===== src/rtl/mem_ctrl.sv =====
// Byte-serial memory bus controller: arbitrates the single 8-bit RAM/IO port between
// instruction fetch (word reads) and the load/store buffer, splitting accesses into byte beats.
module mem_ctrl (
    input  logic        clk_in,
    input  logic        rst_in,
    input  logic        rdy_in,
    input  logic        clear,
    input  logic        if_req,
    input  logic [31:0] if_addr,
    output logic        if_done,
    output logic [31:0] if_data,
    input  logic        lsb_req,
    input  logic        lsb_wr,
    input  logic [1:0]  lsb_size,
    input  logic [31:0] lsb_addr,
    input  logic [31:0] lsb_wdata,
    output logic        lsb_done,
    output logic [31:0] lsb_rdata,
    input  logic [7:0]  mem_din,
    output logic [7:0]  mem_dout,
    output logic [31:0] mem_a,
    output logic        mem_wr,
    input  logic        io_buffer_full,
    output logic        busy
);

    typedef enum logic [1:0] {
        IDLE    = 2'd0,
        IO_WAIT = 2'd1,
        XFER    = 2'd2
    } state_t;

    state_t      state_reg, state_next;
    logic [31:0] addr_reg, addr_next;
    logic [31:0] wdata_reg, wdata_next;
    logic [2:0]  len_reg, len_next;
    logic [2:0]  beat_reg, beat_next;
    logic        store_reg, store_next;
    logic        owner_lsb_reg, owner_lsb_next;
    logic [31:0] result_reg, result_next;
    logic        if_done_reg, if_done_next;
    logic        lsb_done_reg, lsb_done_next;
    logic [31:0] if_data_reg, if_data_next;
    logic [31:0] lsb_rdata_reg, lsb_rdata_next;

    logic [7:0]  wbyte [4];
    logic [7:0]  cap_byte [4];
    logic [31:0] result_cap;
    logic [2:0]  cap_idx;
    logic [2:0]  beat_idx;
    logic        beat_live;

    function automatic logic [2:0] size_len(input logic [1:0] size);
        case (size)
            2'b00:   return 3'd1;
            2'b01:   return 3'd2;
            default: return 3'd4;
        endcase
    endfunction

    // In XFER with beat_reg = c, byte c is issued and byte c-1 (loads) is captured.
    assign cap_idx = beat_reg - 3'd1;

    genvar gi;
    generate
        for (gi = 0; gi < 4; gi++) begin : g_lane
            assign wbyte[gi]    = wdata_reg[8*gi +: 8];
            assign cap_byte[gi] = (cap_idx == 3'(gi)) ? mem_din : result_reg[8*gi +: 8];
            assign result_cap[8*gi +: 8] = cap_byte[gi];
        end
    endgenerate

    // A stalled load keeps the oldest uncaptured byte on the bus so its data is valid on resume.
    assign beat_idx  = (!rdy_in && !store_reg && beat_reg != 3'd0) ? cap_idx : beat_reg;
    assign beat_live = (state_reg == XFER) && (beat_idx < len_reg);
    assign mem_a     = beat_live ? addr_reg + {29'd0, beat_idx} : 32'd0;
    assign mem_wr    = beat_live && store_reg && rdy_in;
    assign mem_dout  = (beat_live && store_reg) ? wbyte[beat_idx[1:0]] : 8'd0;
    assign busy      = (state_reg != IDLE);

    assign if_done   = if_done_reg;
    assign if_data   = if_data_reg;
    assign lsb_done  = lsb_done_reg;
    assign lsb_rdata = lsb_rdata_reg;

    always_ff @(posedge clk_in or negedge rst_in) begin
        if (!rst_in) begin
            state_reg     <= IDLE;
            addr_reg      <= 32'd0;
            wdata_reg     <= 32'd0;
            len_reg       <= 3'd0;
            beat_reg      <= 3'd0;
            store_reg     <= 1'b0;
            owner_lsb_reg <= 1'b0;
            result_reg    <= 32'd0;
            if_done_reg   <= 1'b0;
            lsb_done_reg  <= 1'b0;
            if_data_reg   <= 32'd0;
            lsb_rdata_reg <= 32'd0;
        end else begin
            state_reg     <= state_next;
            addr_reg      <= addr_next;
            wdata_reg     <= wdata_next;
            len_reg       <= len_next;
            beat_reg      <= beat_next;
            store_reg     <= store_next;
            owner_lsb_reg <= owner_lsb_next;
            result_reg    <= result_next;
            if_done_reg   <= if_done_next;
            lsb_done_reg  <= lsb_done_next;
            if_data_reg   <= if_data_next;
            lsb_rdata_reg <= lsb_rdata_next;
        end
    end

    always_comb begin
        state_next     = state_reg;
        addr_next      = addr_reg;
        wdata_next     = wdata_reg;
        len_next       = len_reg;
        beat_next      = beat_reg;
        store_next     = store_reg;
        owner_lsb_next = owner_lsb_reg;
        result_next    = result_reg;
        if_done_next   = if_done_reg & ~rdy_in;
        lsb_done_next  = lsb_done_reg & ~rdy_in;
        if_data_next   = if_data_reg;
        lsb_rdata_next = lsb_rdata_reg;

        if (rdy_in) begin
            case (state_reg)
                IDLE: begin
                    if (!clear) begin
                        if (lsb_req && !lsb_done_reg) begin
                            addr_next      = lsb_addr;
                            wdata_next     = lsb_wdata;
                            len_next       = size_len(lsb_size);
                            store_next     = lsb_wr;
                            owner_lsb_next = 1'b1;
                            beat_next      = 3'd0;
                            result_next    = 32'd0;
                            state_next     = (lsb_wr && lsb_addr[17:16] == 2'b11 && io_buffer_full)
                                             ? IO_WAIT : XFER;
                        end else if (if_req && !if_done_reg) begin
                            addr_next      = if_addr;
                            wdata_next     = 32'd0;
                            len_next       = 3'd4;
                            store_next     = 1'b0;
                            owner_lsb_next = 1'b0;
                            beat_next      = 3'd0;
                            result_next    = 32'd0;
                            state_next     = XFER;
                        end
                    end
                end
                IO_WAIT: begin
                    if (!io_buffer_full) state_next = XFER;
                end
                XFER: begin
                    if (!store_reg && beat_reg != 3'd0) result_next = result_cap;
                    // Reads can be flushed; stores always run to completion.
                    if (clear && !store_reg) begin
                        state_next = IDLE;
                    end else if (beat_reg == len_reg) begin
                        state_next = IDLE;
                        if (owner_lsb_reg) begin
                            lsb_done_next = 1'b1;
                            if (!store_reg) lsb_rdata_next = result_next;
                        end else begin
                            if_done_next = 1'b1;
                            if_data_next = result_next;
                        end
                    end else begin
                        beat_next = beat_reg + 3'd1;
                    end
                end
                default: state_next = IDLE;
            endcase
        end
    end

endmodule


===== config.mk =====
export PLATFORM = sky130hd
export DESIGN_NAME = mem_ctrl
export DESIGN_NICKNAME = d
export VERILOG_FILES = /design/src/rtl/mem_ctrl.sv
export SDC_FILE = /design/constraint.sdc
export NUM_CORES = 1
export LEC_CHECK = 0
export ABC_AREA = 1
export CORE_MARGIN = 4
export CORE_UTILIZATION = 54
export CTS_CLUSTER_DIAMETER = 40
export DETAILED_ROUTE_END_ITERATION = 7
export HOLD_SLACK_MARGIN = 0.06
export PLACE_DENSITY = 0.9
export SYNTH_ARGS = -nofsm -noshare
export SYNTH_HDL_FRONTEND = slang
export SYNTH_SLANG_ARGS = --single-unit

===== constraint.sdc =====
create_clock -name clk_in -period 5.62 [get_ports clk_in]
set_input_delay 0.562 -clock clk_in [delete_from_list [all_inputs] [get_ports clk_in]]
set_output_delay 0.562 -clock clk_in [all_outputs]
set_load 0.1 [all_outputs]

==> summary.md, run 1 <==
| Metric | Value |
|---|---|
| Post-layout min period | `4696 ps` |
| Tightest Pin Transition | `~1100 ps` |
| Register area | `4304 µm²` |
| Number of buffers created by CTS | `17` |
| Crit path arrival time | `approximately 4100 ps` |
| Final WL | `27.18 mm` |
| Leak | `5.861 nW` |
| Syn Inst Count | `~1,200` |
| Largest net degree at the start of global routing | `about 110` |
| Residual DRC | `0` |
| Netlist cell types | `36` |
| Fmax | `approximately 0.21 GHz` |
| RSZ-0062 raised after global routing | `false` |
| # setup viols final | `0` |
| DP Cell Count | `1,613` |
| Die area | `19,160 µm²` |
| Smallest hold slack | `around 240 ps` |
| Max_cap viols | `0` |
| #FFs+latches synth | `~170` |
| DR vias/cell | `5.539` |
| Startpoint types | `flop` |
| Critical path fanouts, max | `30` |
| VDD IR max | `about 0.00054 V` |
| Worst-skew pair later-pin latency | `430 ps` |
| Post-synth net total | `~1,300` |
| Hold WC Path Type | `in2async` |
| Post-DP HPWL | `19.32 mm` |
| Antenna violations before repair | `1` |
| Fin. Hold Viols | `0` |
| Via count | `9,118` |
| Io pins | `between 200 and 250` |
| Crit path kind | `reg2out` |
| Layout cells sized above 1 | `0.07368` |
| Setup Fix Bufs, Post-CTS | `0` |
| Clock-pin slew on the worst setup and hold paths | `70 ps` |
| Die height | `138.4 µm` |
| Synth warn | `0` |
| CTS Root Cell | `clkbuf_16` |
| Vias in the first global route | `8,585` |
| Drt initial violations | `930` |
| H-tree Lvls | `4` |
| Fill cells | `~1,300` |
| Commonest non-fill, non-tap cell in the layout | `nand2_1` |
| Setup crit end kind | `output pin` |
| Sequential share of the synthesized area | `0.4685` |
| Starting Density | `0.5521` |
| Final ANT Viol Nets | `0` |
| Clock Sinks | `172` |
| CTS tree | `done` |
| Avg WL per Cell | `between 15 and 20 µm` |
| Status | `finished, final reports clean` |
| First-pass GRT wire length | `around 43 mm` |
| Gr usage total | `0.2754` |
| PD cells | `just over 500 nW/µm²` |
| Max Root-Sink Buffers | `2` |
| Period utilization | `0.8356` |
| # port buffers | `approximately 220` |
| Syn Std Cell Area | `9188 µm²` |
| Slew HR | `0.2615` |
| Setup Skew | `10.18 ps` |
| Setup_tns | `0 ps` |
| Most frequent cells in the layout | `424 x nand2_1, 179 x clkdlybuf4s50_1, 172 x dfrtp_1` |
| EDFF count, synth | `0` |
| Layout area overhead | `29.92%` |
| Ys async rst share | `1.000` |
| Die width | `138.4 µm` |
| Most used DFF post-synth | `dfrtp_1` |
| Core Rows | `47` |
| Routability congestion estimate | `between 0.9 and 1` |
| Finished Layout Cells | `1,646` |
| Drt pass-1 iters | `8` |
| Total gr overflow | `0` |
| Post-CTS Resized | `0` |
| Core region area | `16,640 µm²` |
| Hold Buf Count CTS | `0` |
| # nets final | `1,538` |
| Final Max Slew Viols | `0` |
| Critical path data required time | `5060 ps` |
| Syn_area_per_cell | `~7.5 µm²` |
| Multi-input gate area | `4225 µm²` |
## per-stage QoR
step / util / setup slack, ps / total power, mW / instance area, µm²
floorplan: - / 1319 / 4.176 / 9188
global placement: 0.6812 / 1323 / 4.890 / 11340
detailed placement: 0.6812 / 1180 / 4.931 / 11340
CTS: 0.7171 / 981.1 / 6.123 / 11930
global route: 0.7172 / 620.4 / 6.450 / 11940
finish: 0.7172 / 924.0 / 6.152 / 11940
## power by group
group	internal, mW	switching [mW]
clock	0.644	0.544
sequential	1.51	0.312
combinational	0.798	2.34
## cell families after synthesis
group | count (synthesis) | share of synthesized area
AO/OA/AOI/OAI | 167 | 0.1196
XOR/XNOR | 14 | 0.01335
adder cells (fa/ha/maj) | 12 | 0.01716
AND/OR/NAND/NOR | 699 | 0.3083
flip-flops | 172 | 0.4685
buffers and inverters | 158 | 0.07313
## Yosys cell counts (2+ instances only)
master    number  area [µm²]
a21oi_1       13       65.06
a22o_1        34       297.8
buf_2         33       165.2
buf_6          5       56.30
clkbuf_1      15       56.30
dfrtp_1      172        4304
ha_1          11       137.6
inv_1        100       375.4
inv_2          3       11.26
nand2_1      425        1595
nand2_2        4       25.02
nand3_1       87       435.4
nand4_1       11       68.82
nor2_1       159       596.8
nor2_2         2       12.51
nor3_1         2       10.01
nor3_2         3       30.03
o21ai_0       67       335.3
o21ai_1        7       35.03
o21ai_2       10       87.58
o31ai_1       32       240.2
xnor2_1        7       61.31
xor2_1         7       61.31
## routing by layer
metal / GRT usage / wire [µm] / part of all wire / up-vias
li1: - / - / - / 4305
met1: 0.3636 / 11120 / 0.41 / 4264
met2: 0.4548 / 12920 / 0.48 / 472
met3: 0.04972 / 2225 / 0.082 / 77
met4: 0.1076 / 909 / 0.033 / 0
met5: 0 / 0 / 0 / -
## final timing paths
check | end | slack, ps | depth (start not counted) | from
hold / removal | addr_reg[13] | 240 | 1 | rst_in
hold reg to reg | lsb_rdata[4] | 470 | 2 | lsb_rdata[4]
min in group clk_in | lsb_rdata[4] | 470 | 2 | lsb_rdata[4]
setup / recovery | mem_a[3] | 920 | 14 | beat_reg[0]
max in group asynchronous | wdata_reg[15] | 3980 | 2 | rst_in
setup reg to reg | lsb_rdata[27] | 2270 | 6 | beat_reg[2]
## critical path: stages, from the launching register on
cell and delay (ps):
dfrtp_1 490, inv_1 240, ha_1 280, nand2_2 120, nand2_2 110, nand2_1 70, nand2_2 160, clkinv_1 340
ha_1 320, nand2_1 60, nand2_1 60, nor2_1 160, nand2_1 620, nor3_2 340, buf_4 340
## area by class of cell
type / count / share of cell area
antenna: 1 / 0.0002096
clock buffer: 19 / 0.03711
clock inverter: 13 / 0.01300
inverter: 104 / 0.03270
multi-input combinational: 892 / 0.3540
sequential: 172 / 0.3606
tap: 220 / 0.02306
timing repair buffer: 225 / 0.1794
Power figures use the tool's default switching activity.
==> inputs of run 2 (changes only) <==
- CORE_UTILIZATION: 54 -> 46
- PLACE_DENSITY: 0.9 -> 0.82
- clock period: 5.62 -> 4.1 ns (I/O delays scaled with it)
==> summary.md, run 2 (synthesized netlist as in run 1, its figures left out) <==
| Metric | Value |
|---|---|
| Slew HR | `0.2870` |
| Post-layout min period | `3860 ps` |
| CTS Root Cell | `clkbuf_16` |
| Commonest non-fill, non-tap cell in the layout | `nand2_1` |
| Critical path data required time | `3690 ps` |
| Hold WC Path Type | `reg2reg` |
| # port buffers | `221` |
| Leak | `between 6 and 7 nW` |
| Die width | `roughly 150 µm` |
| Worst setup margin | `240.2 ps` |
| Setup crit end kind | `output pin` |
| Io pins | `around 220` |
| Register area | `approximately 4300 µm²` |
| Tightest Pin Transition | `roughly 1100 ps` |
| Worst-skew pair later-pin latency | `440 ps` |
| Clock Sinks | `172` |
| Startpoint types | `flop` |
| Smallest hold slack | `475.0 ps` |
| Gr usage total | `0.2498` |
| Core Rows | `51` |
| Setup crit start | `beat_reg[0]` |
| Most frequent cells in the layout | `422 x nand2_1, 179 x clkdlybuf4s50_1, 171 x dfrtp_1` |
| Post-DP HPWL | `19.91 mm` |
| Internal | `4.525 mW` |
| Die area | `22,300 µm²` |
| Core region area | `19,530 µm²` |
| Number of buffers created by CTS | `17` |
| Routability congestion estimate | `0.9048` |
| Max_cap viols | `0` |
| Starting Density | `0.4705` |
| Via count | `8,920` |
| Residual DRC | `0` |
| Hold wc startpoint | `lsb_rdata[16]` |
| H-tree Lvls | `4` |
| N_diodes | `0` |
| Switching Fraction | `0.5056` |
| Fin. Hold Viols | `0` |
| Crit path kind | `reg2out` |
| Setup Skew | `approximately 19 ps` |
| Antenna violations before repair | `0` |
| Fmax | `~0.26 GHz` |
| Total gr overflow | `0` |
| Period utilization | `0.9414` |
| Die height | `149.3 µm` |
| Worst slack, placed | `226.8 ps` |
| CTS tree | `done` |
| NetSw | `4.627 mW` |
| Area after DPL | `11,970 µm²` |
| Flop pwr share | `0.273` |
| Drt pass-1 iters | `5` |
| Avg WL per Cell | `around 16 µm` |
| Final WL | `27.41 mm` |
| Largest net degree at the start of global routing | `102` |
| VDD IR max | `0.0004596 V` |
| # setup viols final | `0` |
| Crit path arrival time | `~3500 ps` |
| Vias in the first global route | `8,718` |
| Gate power share | `0.543` |
| DR vias/cell | `~5.3` |
| Clock-pin slew on the worst setup and hold paths | `about 80 ps` |
| Critical path fanouts, max | `9` |
| Multi-input gate area | `4280 µm²` |
| Layout area overhead | `37.64%` |
| First-pass GRT wire length | `44.59 mm` |
| Clock power share | `0.183` |
| Max Root-Sink Buffers | `2` |
| Final ANT Viol Nets | `0` |
| Layout cells sized above 1 | `0.09021` |
| Setup Fix Bufs, Post-CTS | `0` |
| # nets final | `1,543` |
| Setup_tns | `0 ps` |
| PD cells | `723.7 nW/µm²` |
| Final Max Slew Viols | `0` |
| Drt initial violations | `747` |
| Status | `finished, final reports clean` |
| Cell area after layout | `12,650 µm²` |
| Fill cells | `1,704` |
[run 2: cell count changes in the layout (fill, tap and decap cells not counted), sizes merged]
cell / before / now
inv: 108 / 112
buf: 46 / 50
clkinvlp: 2 / 0
dlygate4sd3: 0 / 1
clkinv: 6 / 7
bufinv: 1 / 0
clkbuf: 19 / 17
diode: 1 / 0
[run 2: per-stage QoR]
| stage | util | instances | total power [mW] |
|---|---|---|---|
| global route | 0.6476 | 1695 | 9.639 |
| global placement | 0.6130 | 1662 | 7.396 |
| floorplan | - | 1222 | 5.755 |
| detailed placement | 0.6130 | 1662 | 7.445 |
| CTS | 0.6465 | 1695 | 9.149 |
| finish | 0.6476 | 1695 | 9.152 |
[run 2: final cells by class]
cell class	count	share of cell area
Clock inverter	15	0.01613
Inverter	104	0.03107
Multi-Input combinational cell	892	0.3385
Tap cell	265	0.02622
Timing Repair Buffer	230	0.2140
Clock buffer	17	0.03364
Sequential cell	172	0.3405
[run 2: worst max-delay path: stages, from the launching register on]
cell and delay [ps]:
dfrtp_2 480, inv_2 140, ha_1 250, nand2_2 120, nand2_2 120, nand2_1 110, nand2_4 140, ha_2 230
fa_1 230, nand2_1 130, nand2_1 110, nand4_1 180, nor2_4 260, nand2_1 80, nand2_1 60, nand2_1 50
nor2_2 130, buf_12 190
[run 2: routing by layer]
layer / up-vias / routed length, µm / track usage
li1: 4314 / - / -
met1: 4256 / 11400 / 0.3221
met2: 318 / 13480 / 0.4250
met3: 32 / 1851 / 0.04406
met4: 0 / 671 / 0.08787
met5: - / 0 / 0
[run 2: final timing paths]
check                                      to  slack, ps  cells past startpoint
worst max-delay path                mem_a[18]        240                     17
worst min-delay path            lsb_rdata[16]        480                      2
worst max register to register  wdata_reg[27]       1550                      8
worst min register to register  lsb_rdata[16]        480                      2
max in group asynchronous       wdata_reg[10]       2580                      3
min in group asynchronous         if_data[26]        570                      2
[run 2: power groups by stage]
stage | Clock, mW | Sequential, mW | Combinational, mW
5_1_grt | 1.78 | 2.55 | 5.30
3_3_place_gp | 0 | 2.51 | 4.89
6_report | 1.68 | 2.50 | 4.97
3_5_place_dp | 0 | 2.51 | 4.93
2_1_floorplan | 0 | 2.53 | 3.22
4_1_cts | 1.70 | 2.49 | 4.97
[run 2: repair_timing]
item,in CTS,in global routing
endpoints found under the setup margin,31,26
hold buffers,1,0
endpoints found under the hold margin,40,0
gates resized for setup,5,8
pin swaps,0,1
